==> src/rtl/sr_flag_arbiter_pkg.sv <==
// Shared SR codes, op codes and the round-robin pick helper for the SR flag arbiter.
package sr_arb_pkg;

  localparam logic [1:0] SR_HOLD = 2'b00;
  localparam logic [1:0] SR_CLR  = 2'b01;
  localparam logic [1:0] SR_SET  = 2'b10;

  localparam logic OP_CLR = 1'b0;
  localparam logic OP_SET = 1'b1;

  // Widest requester vector the helper handles (N_REQ <= 16).
  localparam int MAX_REQ = 16;

  // First set bit of eff at or after ptr, wrapping modulo n. Returns 0 when eff is empty.
  function automatic logic [3:0] rr_pick(input logic [MAX_REQ-1:0] eff,
                                         input logic [3:0]         ptr,
                                         input int                 n);
    logic [3:0] w;
    logic [3:0] j;
    logic       found;
    w     = '0;
    found = 1'b0;
    for (int k = 0; k < MAX_REQ; k++) begin
      j = 4'((int'(ptr) + k) % n);
      if (!found && (k < n) && eff[j]) begin
        w     = j;
        found = 1'b1;
      end
    end
    return w;
  endfunction

endpackage

==> src/rtl/sr_flag_arbiter_cell.sv <==
// One SR flag cell: 10 sets, 01 clears, 00 and the forbidden 11 both hold.
module sr_flag_cell
  import sr_arb_pkg::*;
(
  input  logic       clk,
  input  logic       rst_n,
  input  logic [1:0] sr,
  output logic       q
);

  // Flag storage with synchronous reset; 11 is treated as hold so a glitch cannot flip q.
  always_ff @(posedge clk) begin
    if (!rst_n) q <= 1'b0;
    else begin
      case (sr)
        SR_SET:  q <= 1'b1;
        SR_CLR:  q <= 1'b0;
        default: q <= q;
      endcase
    end
  end

endmodule

==> src/rtl/sr_flag_arbiter.sv <==
// Round-robin arbiter that lets N_REQ requesters set/clear a bank of SR flag cells,
// one update per cycle, with a registered one-hot grant and an out-of-range error pulse.
module sr_flag_arbiter
  import sr_arb_pkg::*;
#(
  parameter  int N_REQ   = 4,
  parameter  int N_FLAGS = 8,
  localparam int IDX_W   = $clog2(N_FLAGS)
) (
  input  logic                   clk,
  input  logic                   rst_n,
  input  logic [N_REQ-1:0]       req,
  input  logic [N_REQ-1:0]       op,
  input  logic [N_REQ*IDX_W-1:0] idx,
  output logic [N_REQ-1:0]       gnt,
  output logic [N_FLAGS-1:0]     flags,
  output logic                   err,
  output logic                   busy
);

  localparam int PW = (N_REQ > 1) ? $clog2(N_REQ) : 1;

  logic [N_REQ-1:0]        eff;
  logic [PW-1:0]           ptr;
  logic [PW-1:0]           w;
  logic [IDX_W-1:0]        widx;
  logic                    wop;
  logic                    in_rng;
  logic [N_FLAGS-1:0][1:0] cell_sr;

  // A requester granted last edge is masked so a late-dropped req is not applied twice.
  assign eff    = req & ~gnt;
  assign busy   = |eff;
  assign w      = PW'(rr_pick(MAX_REQ'(eff), 4'(ptr), N_REQ));
  assign widx   = idx[int'(w)*IDX_W +: IDX_W];
  assign wop    = op[w];
  assign in_rng = (int'(widx) < N_FLAGS);

  // Per-cell SR decode: only the winning in-range cell gets SET/CLR, never 11.
  always_comb begin
    for (int j = 0; j < N_FLAGS; j++) begin
      cell_sr[j] = SR_HOLD;
      if (busy && in_rng && (int'(widx) == j))
        cell_sr[j] = (wop == OP_SET) ? SR_SET : SR_CLR;
    end
  end

  // Grant, error pulse and round-robin pointer; reset wins over a pending update.
  always_ff @(posedge clk) begin
    if (!rst_n) begin
      gnt <= '0;
      err <= 1'b0;
      ptr <= '0;
    end else if (busy) begin
      gnt <= N_REQ'(1) << w;
      err <= !in_rng;
      ptr <= PW'((int'(w) + 1) % N_REQ);
    end else begin
      gnt <= '0;
      err <= 1'b0;
    end
  end

  for (genvar g = 0; g < N_FLAGS; g++) begin : g_cell
    sr_flag_cell u_cell (
      .clk   (clk),
      .rst_n (rst_n),
      .sr    (cell_sr[g]),
      .q     (flags[g])
    );
  end

endmodule

==> config.mk <==
export PLATFORM = sky130hd
export DESIGN_NAME = sr_flag_arbiter
export DESIGN_NICKNAME = d
export VERILOG_FILES = /design/src/rtl/sr_flag_arbiter_pkg.sv /design/src/rtl/sr_flag_arbiter_cell.sv /design/src/rtl/sr_flag_arbiter.sv
export SDC_FILE = /design/constraint.sdc
export NUM_CORES = 1
export LEC_CHECK = 0
export ABC_CLOCK_PERIOD_IN_PS = 2510
export CAP_MARGIN = 30
export CORE_UTILIZATION = 26
export CTS_CLUSTER_SIZE = 25
export DETAILED_ROUTE_END_ITERATION = 8
export HOLD_SLACK_MARGIN = 0.08
export PLACE_DENSITY = 0.55
export SLEW_MARGIN = 20
export SYNTH_ARGS = -nofsm -noshare
export SYNTH_HDL_FRONTEND = slang
export SYNTH_SLANG_ARGS = --single-unit
export TNS_END_PERCENT = 50
==> constraint.sdc <==
create_clock -name clk -period 2.51 [get_ports clk]
set_clock_uncertainty 0.2 [all_clocks]
set_input_delay 0.502 -clock clk [delete_from_list [all_inputs] [get_ports clk]]
set_output_delay 0.502 -clock clk [all_outputs]
set_load 0.02 [all_outputs]
# Word-level counts from Yosys, hierarchy flattened
# Cells that the tools add are included.
# totals
ram_bits	0
romBits	0
latchBits	0
word_cells	112
output_inout_bits	14
ff_bits	14
mem_count	0
# op_classes
multipliers	1
mux	34
reduce_logical	28
n_lt_le_gt_ge	5
n_div	0
bitwise_logic	5
shift	2
add_sub_neg	4
n_eq_ne	23
# op_table
cell	n
$mux W2	13
$eq A2 B1 Y1 const B	8
$eq A2 B2 Y1 const B	8
$pmux W1 S2	8
$reduce_bool A2 Y1	8
$lt A4 B5 Y1 const B	3
$eq A3 B3 Y1 const B	4
$shiftx A12 B5 Y3	1
$logic_and A1 B1 Y1	11
$bmux W1 S3	3
$mux W1	8
$eq A3 B2 Y1 const B	2
$reduce_or A2 Y1	3
$lt A2 B5 Y1 const B	1
$add A2 B1 Y2 const B	2
$add A2 B2 Y2 const B	2
$and A4 B4 Y4	1
$bmux W1 S2	2
$mul A2 B2 Y4 const B	1
$not A4 Y4	1
$reduce_or A4 Y1	1
$shl A1 B2 Y4 const A	1
$and A1 B1 Y1 const A	3
$eq A3 B1 Y1 const B	1
other kinds (4)	6

# Longest topological paths before layout
# logic_depth
word_depth	21
mapped_depth	8
mapped_depth_nobuf	7

# Cells and area by module
# From an unflattened synthesis, not the netlist that was laid out.
# hier_totals
cells_unflattened	170
area_unflattened_um2	1383.8
# modules_own_cells
mod	area_each_um2	cells_per_inst	n_inst	seq_area_each_um2
sr_flag_arbiter	923.4	122	1	120.1
sr_flag_cell	57.6	6	8	20.0

# Worst setup path before layout
# No wires, ideal clock.
# synth_timing
path_kind	input-to-reg
start	input req[1]
end	register g_cell[6].u_cell.q
arrival_ns	2.263
n_path_buf	1
path_slack_ns	-0.084
cell_stages	8
setup_time_ns	0.131
path_cell_list	nor2b_2 a2111oi_2 o31a_1 buf_6 mux2_4 mux2_4 o311ai_1 o41ai_1
# synth_between
elab_chain_cells	20
elab_cells_between_ends	35
cone_classes	mul: 1; eq/ne: 3; shift: 1; mux: 20; bitwise: 1; reduce/logical: 9
# synth_rtl
item	line	source
from (decl)	sr_flag_arbiter.sv:12	input logic [N_REQ-1:0] req,
$and A4 B4 Y4 *	sr_flag_arbiter.sv:32	assign eff = req & ~gnt;
$bmux W1 S2	sr_flag_arbiter_pkg.sv:25	if (!found && (k < n) && eff[j]) begin
$mux W1 (implied by the code)	sr_flag_arbiter_pkg.sv:25	
$mux W1	sr_flag_arbiter_pkg.sv:25	
$logic_not A1 Y1	sr_flag_arbiter_pkg.sv:25	
$logic_and A1 B1 Y1	sr_flag_arbiter_pkg.sv:25	
$mux W1	sr_flag_arbiter_pkg.sv:25	
$logic_not A1 Y1	sr_flag_arbiter_pkg.sv:25	
[... 4 more ...]	-	
$mux W2	sr_flag_arbiter_pkg.sv:25	
$mul A2 B2 Y4	sr_flag_arbiter.sv:35	assign widx = idx[int'(w)*IDX_W +: IDX_W];
$shiftx A12 B5 Y3	sr_flag_arbiter.sv:35	
$eq A3 B2 Y1	sr_flag_arbiter.sv:43	if (busy && in_rng && (int'(widx) == j))
$logic_and A1 B1 Y1	sr_flag_arbiter.sv:43	
$mux W2 *	sr_flag_arbiter.sv:43	
$eq A2 B1 Y1 / $eq A2 B2 Y1 (equally long branches)	sr_flag_arbiter_cell.sv:15	case (sr)
$pmux W1 S2 / $reduce_bool A2 Y1 (equally long branches)	-	
to (signal assigned)	sr_flag_arbiter_cell.sv:18	default: q <= q;
to (decl)	sr_flag_arbiter_cell.sv:8	output logic q
# Mark *: on every way between the ends. The rest lies on a longest branch, timed or not. The select of a mux whose other input is x is not followed.
# A chain may end at the register's enable or synchronous reset.

# Final worst setup path
# layout_timing
start	input req[0]
end	register g_cell[4].u_cell.q
# layout_between
elab_chain_cells	20
elab_cells_between_ends	35
cone_classes	mul: 1; eq/ne: 3; shift: 1; mux: 20; bitwise: 1; reduce/logical: 9
# layout_rtl
item	line
$and A4 B4 Y4 *	sr_flag_arbiter.sv:32
$bmux W1 S2	sr_flag_arbiter_pkg.sv:25
$mux W1 (implied by the code)	sr_flag_arbiter_pkg.sv:25
$mux W1	sr_flag_arbiter_pkg.sv:25
$logic_not A1 Y1	sr_flag_arbiter_pkg.sv:25
$logic_and A1 B1 Y1	sr_flag_arbiter_pkg.sv:25
$mux W1	sr_flag_arbiter_pkg.sv:25
$logic_not A1 Y1	sr_flag_arbiter_pkg.sv:25
[... 4 more ...]	-
$mux W2	sr_flag_arbiter_pkg.sv:25
$mul A2 B2 Y4	sr_flag_arbiter.sv:35
$shiftx A12 B5 Y3	sr_flag_arbiter.sv:35
$eq A3 B3 Y1	sr_flag_arbiter.sv:43
$logic_and A1 B1 Y1	sr_flag_arbiter.sv:43
$mux W2 *	sr_flag_arbiter.sv:43
$eq A2 B1 Y1 / $eq A2 B2 Y1 (equally long branches)	sr_flag_arbiter_cell.sv:15
$pmux W1 S2 / $reduce_bool A2 Y1 (equally long branches)	-
to (signal assigned)	sr_flag_arbiter_cell.sv:18
to (decl)	sr_flag_arbiter_cell.sv:8
# Marks and branches as above.

==> impl_metrics.ini <==
[run_status]
outcome = finished clean

[critical_path]
slowest_delay_ns = 0.34
crit_path_start_kind = input pin
worstPathCellList = buf_6 -> nor2b_4 -> a2111oi_4 -> o31a_1 -> buf_6 -> mux2_4 -> mux2_4 -> o311ai_4 -> o41ai_2
rr_worst_depth = 8
slowest_stage = a2111oi_4
critPathCaptureType = flop
worstPathArrival_ns = 2.43
critPathRequiredTime_ns = 2.47
critPathMaxFanout = 5
critical_path_class = input pin to flop

[die]
io_pins = 36
rows = 21
die_w_um = 61.4
start_util = 0.273
core_um2 = 3360
fp.dieH_um = 61.4
dieArea_um2 = 3770

[power]
power.switching_uw = 596
seqPwrFrac = 0.238
p_clk_frac = 0.110
power.internal_uw = 874
power.density_nw_per_um2 = 985
p_leak_nw = 0.624
swShare = 0.405
ir_worst_vdd_uv = 381
comb_power_share = 0.653

[clock_tree]
clk_pin_slew_ns = 0.09
clock_latency_ns = 0.28
cts_htree_levels = 1
cts_buffers = 3
post_cts_buffers = 0
cts_tree = built
cts_root_buf = clkbuf_4
clockBufferDepth = 2
cts.sinks = 14

[final_layout]
fin_nets = 162
final_design_area_no_fill_um2 = 1490
fin_util = 0.444
area_growth_pct = 62.8
drive_above_1_share = 0.396
diodes = 0
n_fill_cell = 367
ff_latch_area_um2 = 285
multiInputGateArea_um2 = 623

[place]
port-buffer-count = 34
place_ws_ns = -0.599
gp_congestion = 0.778
hpwl_um = 1790
dpl_cell_area_um2 = 1350

[timing]
hold_viol_final = 0
fin_ws_ns = 0.0451
whs_ns = 0.260
rsz0062_at_grt = yes
finalCriticalPeriod_ns = 2.46
setup_viol = 0
report.final.slew_viol_count = 0
finalCritPeriodShare = 0.982
max_freq_mhz = 406

[worst_hold_path]
whs_path_depth = 2
holdCritPathClass = flop to flop

[global_route]
grt_use_met1 = 0.168
antenna_found_initial = 0
grt_max_degree = 13
grtUsageMet3 = 0.0441
grt.total_usage = 0.143
grt_pass1_vias = 907
use_met2 = 0.252
grt_pass1_wl_um = 3950
top_usage_layer = met2
overflow = 0

[drt]
first_pass_iters = 3
drtIter0Drc = 27
wl_per_cell_um = 12.8
drc = 0
via_count = 865
via_per_inst = 4.68
wirelength_um = 2360
ant_nets = 0

[logic_synthesis]
synth_area_um2 = 917
synth_warnings = 0
synth_cell_type_count = 35
synth-seq-cells = 14
seq_area_frac_synth = 0.306
syn_inst = 96
synth_fp_nets = 118
avgSynthCellArea_um2 = 9.55

[flow_run]
drv_cap = 0
-- logic make-up after synthesis --
family | share of synthesized area
compound gates | 0.169
xor+xnor | 0.00955
buf+inv | 0.119
flops | 0.306
mux | 0.210
other cells | 0.00409
simple gates | 0.183
-- registers in the layout, indices dropped and copies added, names as in the netlist --
| name | cells |
|---|---|
| g_cell.u_cell.q | 8 |
| gnt | 4 |
| ptr | 2 |
-- per-layer routing --
layer  vias up  wire (um)
li1        428          -
met1       410        999
met2        27       1250
met3         0        112
met4         0          0
met5         -          0
-- synthesized netlist by cell type (all sizes together) --
master	n	share of area
nor2	5	0.020
or3	1	0.0082
nand2	8	0.033
a22oi	1	0.014
o21ai	2	0.011
a211oi	2	0.016
nand3b	1	0.0082
o211a	1	0.011
a2111oi	1	0.016
o21a	1	0.0082
conb	1	0.0041
buf	11	0.098
mux2	8	0.12
o311ai	4	0.038
o41ai	4	0.038
o31a	1	0.0096
o22ai	1	0.0068
clkbuf	2	0.0082
nand2b	2	0.014
nor2b	4	0.038
inv	3	0.012
mux2i	8	0.091
and2	1	0.0068
xnor2	1	0.0096
nand3	6	0.038
dfxtp	14	0.31
nor3b	2	0.016
-- through the flow --
step | setup TNS [ns] | total power [mW] | std cells
2_1_floorplan | -0.248 | 0.890 | 96
3_3_place_gp | -4.34 | 1.18 | 181
3_5_place_dp | -4.67 | 1.19 | 181
4_1_cts | 0 | 1.43 | 185
5_1_grt | -0.0747 | 1.58 | 185
6_report | 0 | 1.47 | 185
-- repair_timing --
action / in CTS / in global routing
hold buffers: 0 / 0
hold endpoints to repair: 0 / 0
pin swaps: 5 / 4
setup endpoints to repair: 9 / 9
gates resized for setup: 23 / 16
-- power groups by stage --
stage | combinational (mW) | clock [mW] | sequential [mW]
final | 0.959 | 0.161 | 0.349
after global routing | 1.04 | 0.180 | 0.360
after CTS | 0.928 | 0.165 | 0.340
after detailed placement | 0.853 | 0 | 0.337
after global placement | 0.841 | 0 | 0.339
after floorplan | 0.540 | 0 | 0.349
-- cell usage in the layout, fill, tap and decap left out, types with 2 or more instances in the layout --
cell type	count
dfxtp_1	12
buf_4	14
nand2_1	8
nand2b_1	2
inv_1	2
nor2_1	5
clkbuf_2	2
nor2b_4	2
clkbuf_4	3
mux2i_1	7
o311ai_2	2
mux2_2	2
nand3_1	2
buf_6	5
nand3_2	4
o41ai_1	3
mux2_4	6
clkdlybuf4s50_1	29
-- layout make-up --
class                      count  area share
clock buffer                   4      0.0243
tap                           46      0.0386
multi-input combinational     66       0.417
timing repair buffer          52       0.321
sequential                    14       0.191
inverter                       3     0.00754
-- worst paths after layout --
path	startpoint	to	slack, ns
min reg2reg	g_cell[3].u_cell.q	g_cell[3].u_cell.q	0.26
max reg2reg	gnt[0]	g_cell[4].u_cell.q	0.07
min	g_cell[3].u_cell.q	g_cell[3].u_cell.q	0.26
max	req[0]	g_cell[4].u_cell.q	0.05
-- worst max-delay path, delay by kind of cell --
kind                   cells  cell delay [ns]
buffers and inverters      2             0.22
AND/OR/NAND/NOR            1             0.13
AO/OA/AOI/OAI              4             0.96
multiplexers               2             0.62
Power figures use the tool's default switching activity.
